==> config.mk <==
export PLATFORM = sky130hd
export DESIGN_NAME = xadc_drp_reader
export DESIGN_NICKNAME = d
export VERILOG_FILES = /design/src/rtl/xadc_drp_reader.sv
export SDC_FILE = /design/constraint.sdc
export NUM_CORES = 1
export LEC_CHECK = 0
export ABC_AREA = 1
export BUFFER_PORTS_ARGS = -buffer_cell sky130_fd_sc_hd__buf_2
export CAP_MARGIN = 20
export CORE_ASPECT_RATIO = 1.25
export CORE_MARGIN = 2
export CORE_UTILIZATION = 51
export CTS_BUF_LIST = sky130_fd_sc_hd__clkbuf_4 sky130_fd_sc_hd__clkbuf_8
export CTS_CLUSTER_SIZE = 16
export DETAILED_ROUTE_END_ITERATION = 6
export PLACE_DENSITY = 0.85
export SLEW_MARGIN = 10
export SYNTH_ARGS = -nofsm -noshare
export SYNTH_HDL_FRONTEND = slang
export SYNTH_SLANG_ARGS = --single-unit
==> constraint.sdc <==
create_clock -name dclk_in -period 1.9 [get_ports dclk_in]
set_input_delay 0.095 -clock dclk_in [delete_from_list [all_inputs] [get_ports dclk_in]]
set_output_delay 0.095 -clock dclk_in [all_outputs]
set_load 0.05 [all_outputs]
==> src/rtl/xadc_drp_reader.sv <==
// xadc_drp_reader
//   DRP read initiator for the XADC continuous sequence on vaux4 (current) and
//   vaux12 (voltage). Each end-of-sequence pulse triggers two single-cycle DRP
//   reads, current first and then voltage. Both results are published together
//   as one sample on a valid/ready output. The block never writes DRP registers.
//
// Ports
//   dclk_in             clock for all logic
//   reset_in            synchronous, active-high reset
//   den_out             DRP enable, one-cycle pulse per read
//   dwe_out             DRP write enable, tied low
//   di_out              DRP write data, tied to zero
//   daddr_out           DRP address, non-zero only while den_out is high
//   drdy_in / do_in     DRP read strobe and read data
//   eos_in              XADC end-of-sequence pulse
//   current_sample_out  last captured vaux4 result
//   voltage_sample_out  last captured vaux12 result
//   sample_valid_out    sample pair available
//   sample_ready_in     downstream accepts the sample
//   timeout_out         one-cycle pulse when a DRP read is aborted
//   overrun_count_out   saturating count of dropped EOS events

package xadc_drp_package;
  localparam int XADC_DRP_DATA_WIDTH      = 16;
  localparam int XADC_DRP_AXIS_ADDR_WIDTH = 7;
  // XADC status registers for auxiliary channels live at 0x10 + channel.
  localparam logic [XADC_DRP_AXIS_ADDR_WIDTH-1:0] XADC_DRP_ADDR_CURRENT_CHANNEL = 7'h14;
  localparam logic [XADC_DRP_AXIS_ADDR_WIDTH-1:0] XADC_DRP_ADDR_VOLTAGE_CHANNEL = 7'h1C;
endpackage

module xadc_drp_reader
  import xadc_drp_package::*;
#(
  parameter int INTER_READ_GAP     = 4,
  parameter int DRP_TIMEOUT_CYCLES = 64
) (
  input  logic                                dclk_in,
  input  logic                                reset_in,
  output logic                                den_out,
  output logic                                dwe_out,
  output logic [XADC_DRP_DATA_WIDTH-1:0]      di_out,
  output logic [XADC_DRP_AXIS_ADDR_WIDTH-1:0] daddr_out,
  input  logic                                drdy_in,
  input  logic [XADC_DRP_DATA_WIDTH-1:0]      do_in,
  input  logic                                eos_in,
  output logic [15:0]                         current_sample_out,
  output logic [15:0]                         voltage_sample_out,
  output logic                                sample_valid_out,
  input  logic                                sample_ready_in,
  output logic                                timeout_out,
  output logic [7:0]                          overrun_count_out
);

  typedef enum logic [2:0] {
    IDLE,
    REQ_CURRENT,
    WAIT_CURRENT,
    GAP,
    REQ_VOLTAGE,
    WAIT_VOLTAGE,
    PUBLISH
  } state_t;

  // Terminal counts: the counter is cleared on entry to WAIT_* / GAP, so the
  // last cycle of either phase is the one where it holds N-1.
  localparam logic [7:0] TIMEOUT_LAST = 8'(DRP_TIMEOUT_CYCLES - 1);
  localparam logic [7:0] GAP_LAST     = 8'(INTER_READ_GAP - 1);

  state_t     state;
  state_t     state_next;
  logic [7:0] cnt;
  logic       pending;
  logic       cnt_clear;
  logic       cnt_inc;
  logic       cap_current;
  logic       cap_voltage;
  logic       start;

  assign dwe_out = 1'b0;
  assign di_out  = '0;

  always_ff @(posedge dclk_in) begin
    if (reset_in) state <= IDLE;
    else          state <= state_next;
  end

  always_comb begin
    state_next       = state;
    den_out          = 1'b0;
    daddr_out        = '0;
    sample_valid_out = 1'b0;
    timeout_out      = 1'b0;
    cnt_clear        = 1'b0;
    cnt_inc          = 1'b0;
    cap_current      = 1'b0;
    cap_voltage      = 1'b0;
    start            = 1'b0;
    case (state)
      IDLE: begin
        if (eos_in || pending) begin
          start      = 1'b1;
          state_next = REQ_CURRENT;
        end
      end
      REQ_CURRENT: begin
        den_out    = 1'b1;
        daddr_out  = XADC_DRP_ADDR_CURRENT_CHANNEL;
        cnt_clear  = 1'b1;
        state_next = WAIT_CURRENT;
      end
      WAIT_CURRENT: begin
        if (drdy_in) begin
          cap_current = 1'b1;
          cnt_clear   = 1'b1;
          state_next  = GAP;
        end else if (cnt == TIMEOUT_LAST) begin
          timeout_out = 1'b1;
          state_next  = IDLE;
        end else begin
          cnt_inc = 1'b1;
        end
      end
      GAP: begin
        if (cnt == GAP_LAST) state_next = REQ_VOLTAGE;
        else                 cnt_inc    = 1'b1;
      end
      REQ_VOLTAGE: begin
        den_out    = 1'b1;
        daddr_out  = XADC_DRP_ADDR_VOLTAGE_CHANNEL;
        cnt_clear  = 1'b1;
        state_next = WAIT_VOLTAGE;
      end
      WAIT_VOLTAGE: begin
        if (drdy_in) begin
          cap_voltage = 1'b1;
          state_next  = PUBLISH;
        end else if (cnt == TIMEOUT_LAST) begin
          timeout_out = 1'b1;
          state_next  = IDLE;
        end else begin
          cnt_inc = 1'b1;
        end
      end
      PUBLISH: begin
        sample_valid_out = 1'b1;
        if (sample_ready_in) state_next = IDLE;
      end
      default: state_next = IDLE;
    endcase
  end

  always_ff @(posedge dclk_in) begin
    if (reset_in) begin
      cnt                <= '0;
      current_sample_out <= '0;
      voltage_sample_out <= '0;
      pending            <= 1'b0;
      overrun_count_out  <= '0;
    end else begin
      if (cnt_clear)    cnt <= '0;
      else if (cnt_inc) cnt <= cnt + 8'd1;

      if (cap_current) current_sample_out <= do_in;
      if (cap_voltage) voltage_sample_out <= do_in;

      // One EOS may wait while busy; any further EOS before it is serviced
      // is dropped and counted. An EOS seen in IDLE is consumed by start.
      if (start) begin
        pending <= 1'b0;
      end else if (eos_in && state != IDLE) begin
        if (!pending)                         pending           <= 1'b1;
        else if (overrun_count_out != 8'hFF)  overrun_count_out <= overrun_count_out + 8'd1;
      end
    end
  end

endmodule

==> metrics.md <==
| Metric | Value |
|---|---|
| Status | completed |
| Setup bufs post-CTS | 0 |
| RR Startpoint | overrun_count_out[0]$_SDFFE_PP0P_ |
| P_int | approximately 1.8 mW |
| CP Launch Type | flip-flop |
| Fmax | 558.6 MHz |
| First-pass GRT wire length | ~9.4 mm |
| CP max stage cell | dfxtp_1 |
| Netlist cell types | 27 |
| # diodes | 0 |
| Post-Synthesis Cells | approximately 340 |
| Fill cell count | 440 |
| Crit path capture type | primary output |
| Leakage dissipation | ~1.3 nW |
| Critical path buffer and inverter count | 2 |
| P per Cell Area | 1111 nW/um^2 |
| Total global routing track utilization | a little over a fifth |
| Min-delay src | do_in[4] |
| Synth warn | 0 |
| Vias in the first global route | ~2100 |
| CTS root buf | clkbuf_8 |
| H-tree depth | 2 |
| Final ANT Viol Nets | 0 |
| Net Sw Frac | a little over two fifths |
| NetSw | ~1.4 mW |
| Crit path max-delay family | simple AND/OR/NAND/NOR gates |
| Most common cell after layout, fill and taps aside | buf_2 |
| Pins Over Slew Limit | 0 |
| Die width | approximately 66 um |
| Final setup fails | 0 |
| Port Buffers | 66 |
| Sequential Power Share | 40.5% |
| Detailed Place HPWL | between 4 and 5 mm |
| Reg2reg end | overrun_count_out[1]$_SDFFE_PP0P_ |
| Reg2Reg Setup Slack | roughly 0.29 ns |
| Largest net degree at the start of global routing | 25 |
| Cts repair resizes | 0 |
| Worst Max-Slew Pin Slew | just under 0.6 ns |
| Combinational fraction of design power | between 30% and 40% |
| CTS Buf Count | 5 |
| Hold path cells | 3 |
| Sequential cell area | ~1000 um^2 |
| Design Power | approximately 3.2 mW |
| Initial core utilization | between 50% and 60% |
| Maximum Capacitance Violations | 0 |
| RSZ-0062 raised after global routing | no |
| CTS Sinks | between 50 and 60 |
| I/O pins | between 80 and 90 |
| Iteration-0 DRC Markers | approximately 120 |
| Crit path largest cell delay | about 0.38 ns |
| Clk_skew | roughly 0.0062 ns |
| Final WL | 5.614 mm |
| Clock share of power | 21.2% |
| Syn-to-layout area delta | 15.10% |
| Core Box Area | 4695 um^2 |
| Area occupied by multi-input gates | roughly 1200 um^2 |
| Slew HR | ~60% |
| Part of the Yosys area used for sequential elements | between 40% and 50% |
| Endpoint, Worst Hold | current_sample_out[4]$_SDFFE_PP0P_ |
| Setup Total Neg Slack | 0 ns |
| First drt pass iteration count | 4 |
| Via count | between 2000 and 2500 |
| Initial antenna violation count | 0 |
| Final nets | approximately 420 |
| CP cell instances | ha_1, nand3_1, inv_1, nand2_2, nor2_1, buf_6 |
| Final worst path period need | 1.790 ns |
| Most frequent cells in the layout | buf_2, nand2_1, dfxtp_1 |
| CP arrival | about 1.7 ns |
| R2R cell count | 7 |
| Mapped cell area | 2469 um^2 |
| DR WL/cell | between 10 and 15 um |
| # DRC | 0 |
| Layout cells sized above 1 | 24.31% |
| Clock Tree Buf Depth | 2 |
| GPL Wtd Cong | 0.9092 |
| Yosys reg bits | 52 |
| Req. time, crit path | between 1.5 and 2 ns |
| Vias/cell | between 5 and 6 |
| HP Class | primary input to flip-flop |
| Final Hold Fails | 0 |
| CP Class | flip-flop to primary output |
| Syn Area/Cell | roughly 7.3 um^2 |
| Peak supply drop | between 600 and 700 uV |
| Worst-path fanout max | 4 |
| Grt ovf | 0 |
| Clk_lat worst skew | around 0.31 ns |
| Period Utilization, post-route | 94.23% |
| CTS clk-pin slew, worst paths | around 0.09 ns |
| CP startpoint | cnt[0]$_SDFFE_PP0P_ |
| Hold bufs inserted after CTS | 0 |
| Die area | between 5000 and 6000 um^2 |
| Die Span Y | approximately 82 um |
| Row count | 28 |
| CTS tree | yes |
[power groups by stage]
stage               registers, mW  logic, mW  clock network, mW
floorplan                    1.55      0.778                  0
global placement             1.30       1.18                  0
detailed placement           1.30       1.20                  0
CTS                          1.28       1.21              0.685
global route                 1.30       1.30              0.725
finish                       1.28       1.21              0.670
[cells by family after synthesis]
family | share of synthesized area (%)
AND/OR/NAND/NOR | 29.75
buffers and inverters | 13.18
AO/OA/AOI/OAI | 11.61
flip-flops | 42.17
XOR/XNOR | 2.129
adder cells (fa/ha/maj) | 1.014
other | 0.1519
[flip-flops by register name (all words and copies together), names as in the netlist]
register,flops
pending,1
voltage_sample_out,16
state,3
current_sample_out,16
overrun_count_out,8
cnt,8
[layer usage]
| metal | share of wire [%] | wire length, um | track usage [%] |
|---|---|---|---|
| met1 | 39 | 2174 | 25.86 |
| met2 | 53 | 2976 | 38.50 |
| met3 | 7.1 | 399 | 4.932 |
| met4 | 1.1 | 64 | 8.776 |
| met5 | 0 | 0 | 0 |
[synthesized netlist by cell type]
library cell	instances	share of area, %
buf_4	25	7.6
nor2_1	48	7.3
nand3_4	1	0.71
nor3_2	1	0.41
ha_1	2	1.0
nor2_2	4	1.0
buf_2	2	0.41
buf_6	2	0.91
nand3_2	1	0.41
conb_1	1	0.15
clkbuf_1	5	0.76
o21ai_4	1	0.66
a21oi_1	35	7.1
nand3_1	35	7.1
inv_2	4	0.61
nor2_4	1	0.46
nand2_2	5	1.3
xnor2_1	2	0.71
inv_1	19	2.9
xor2_1	4	1.4
nand2_1	57	8.7
nand2_4	1	0.46
dfxtp_1	52	42
nand4_1	3	0.76
o21ai_0	18	3.6
o21ai_1	1	0.20
nor3_1	6	1.2
[per-stage QoR]
step | cell area (um^2) | setup WS, ns | cells | hold slack [ns] | utilization (%)
floorplan | 2549 | 0.1451 | 356 | 0.1641 | -
global placement | 2738 | 0.4186 | 451 | 0.3388 | 58.32
detailed placement | 2738 | 0.3566 | 451 | 0.3421 | 58.32
CTS | 2835 | 0.06000 | 459 | 0.02165 | 60.39
global route | 2841 | 0.006865 | 459 | 0.03055 | 60.53
finish | 2841 | 0.1097 | 459 | 0.02808 | 60.53
[worst reg2reg max path, cell delays in order, from the launching register on]
cell,delay (ns)
dfxtp_1,0.36
ha_1,0.25
nand3_1,0.13
nor3_1,0.07
nor2_2,0.37
inv_1,0.16
nor2_1,0.12
nor2_1,0.05
[final cells by class]
class                   count  area share, %
clock buffers               7          3.170
clock inverters             1         0.2642
inverters                  23          3.038
multi-input cells         247          41.61
flip-flops and latches     52          36.64
well taps                  60          2.642
repair buffers             69          12.64
[how the worst max path moves through the flow]
stage / endpoint / slack, ns / cells past startpoint
final: timeout_out / 0.11 / 6
after global routing: timeout_out / 0.007 / 6
after CTS: timeout_out / 0.06 / 6
after detailed placement: overrun_count_out[1]$_SDFFE_PP0P_ / 0.36 / 7
after global placement: overrun_count_out[7]$_SDFFE_PP0P_ / 0.42 / 7
after floorplan: overrun_count_out[0]$_SDFFE_PP0P_ / 0.15 / 7
Power figures use the tool's default switching activity.
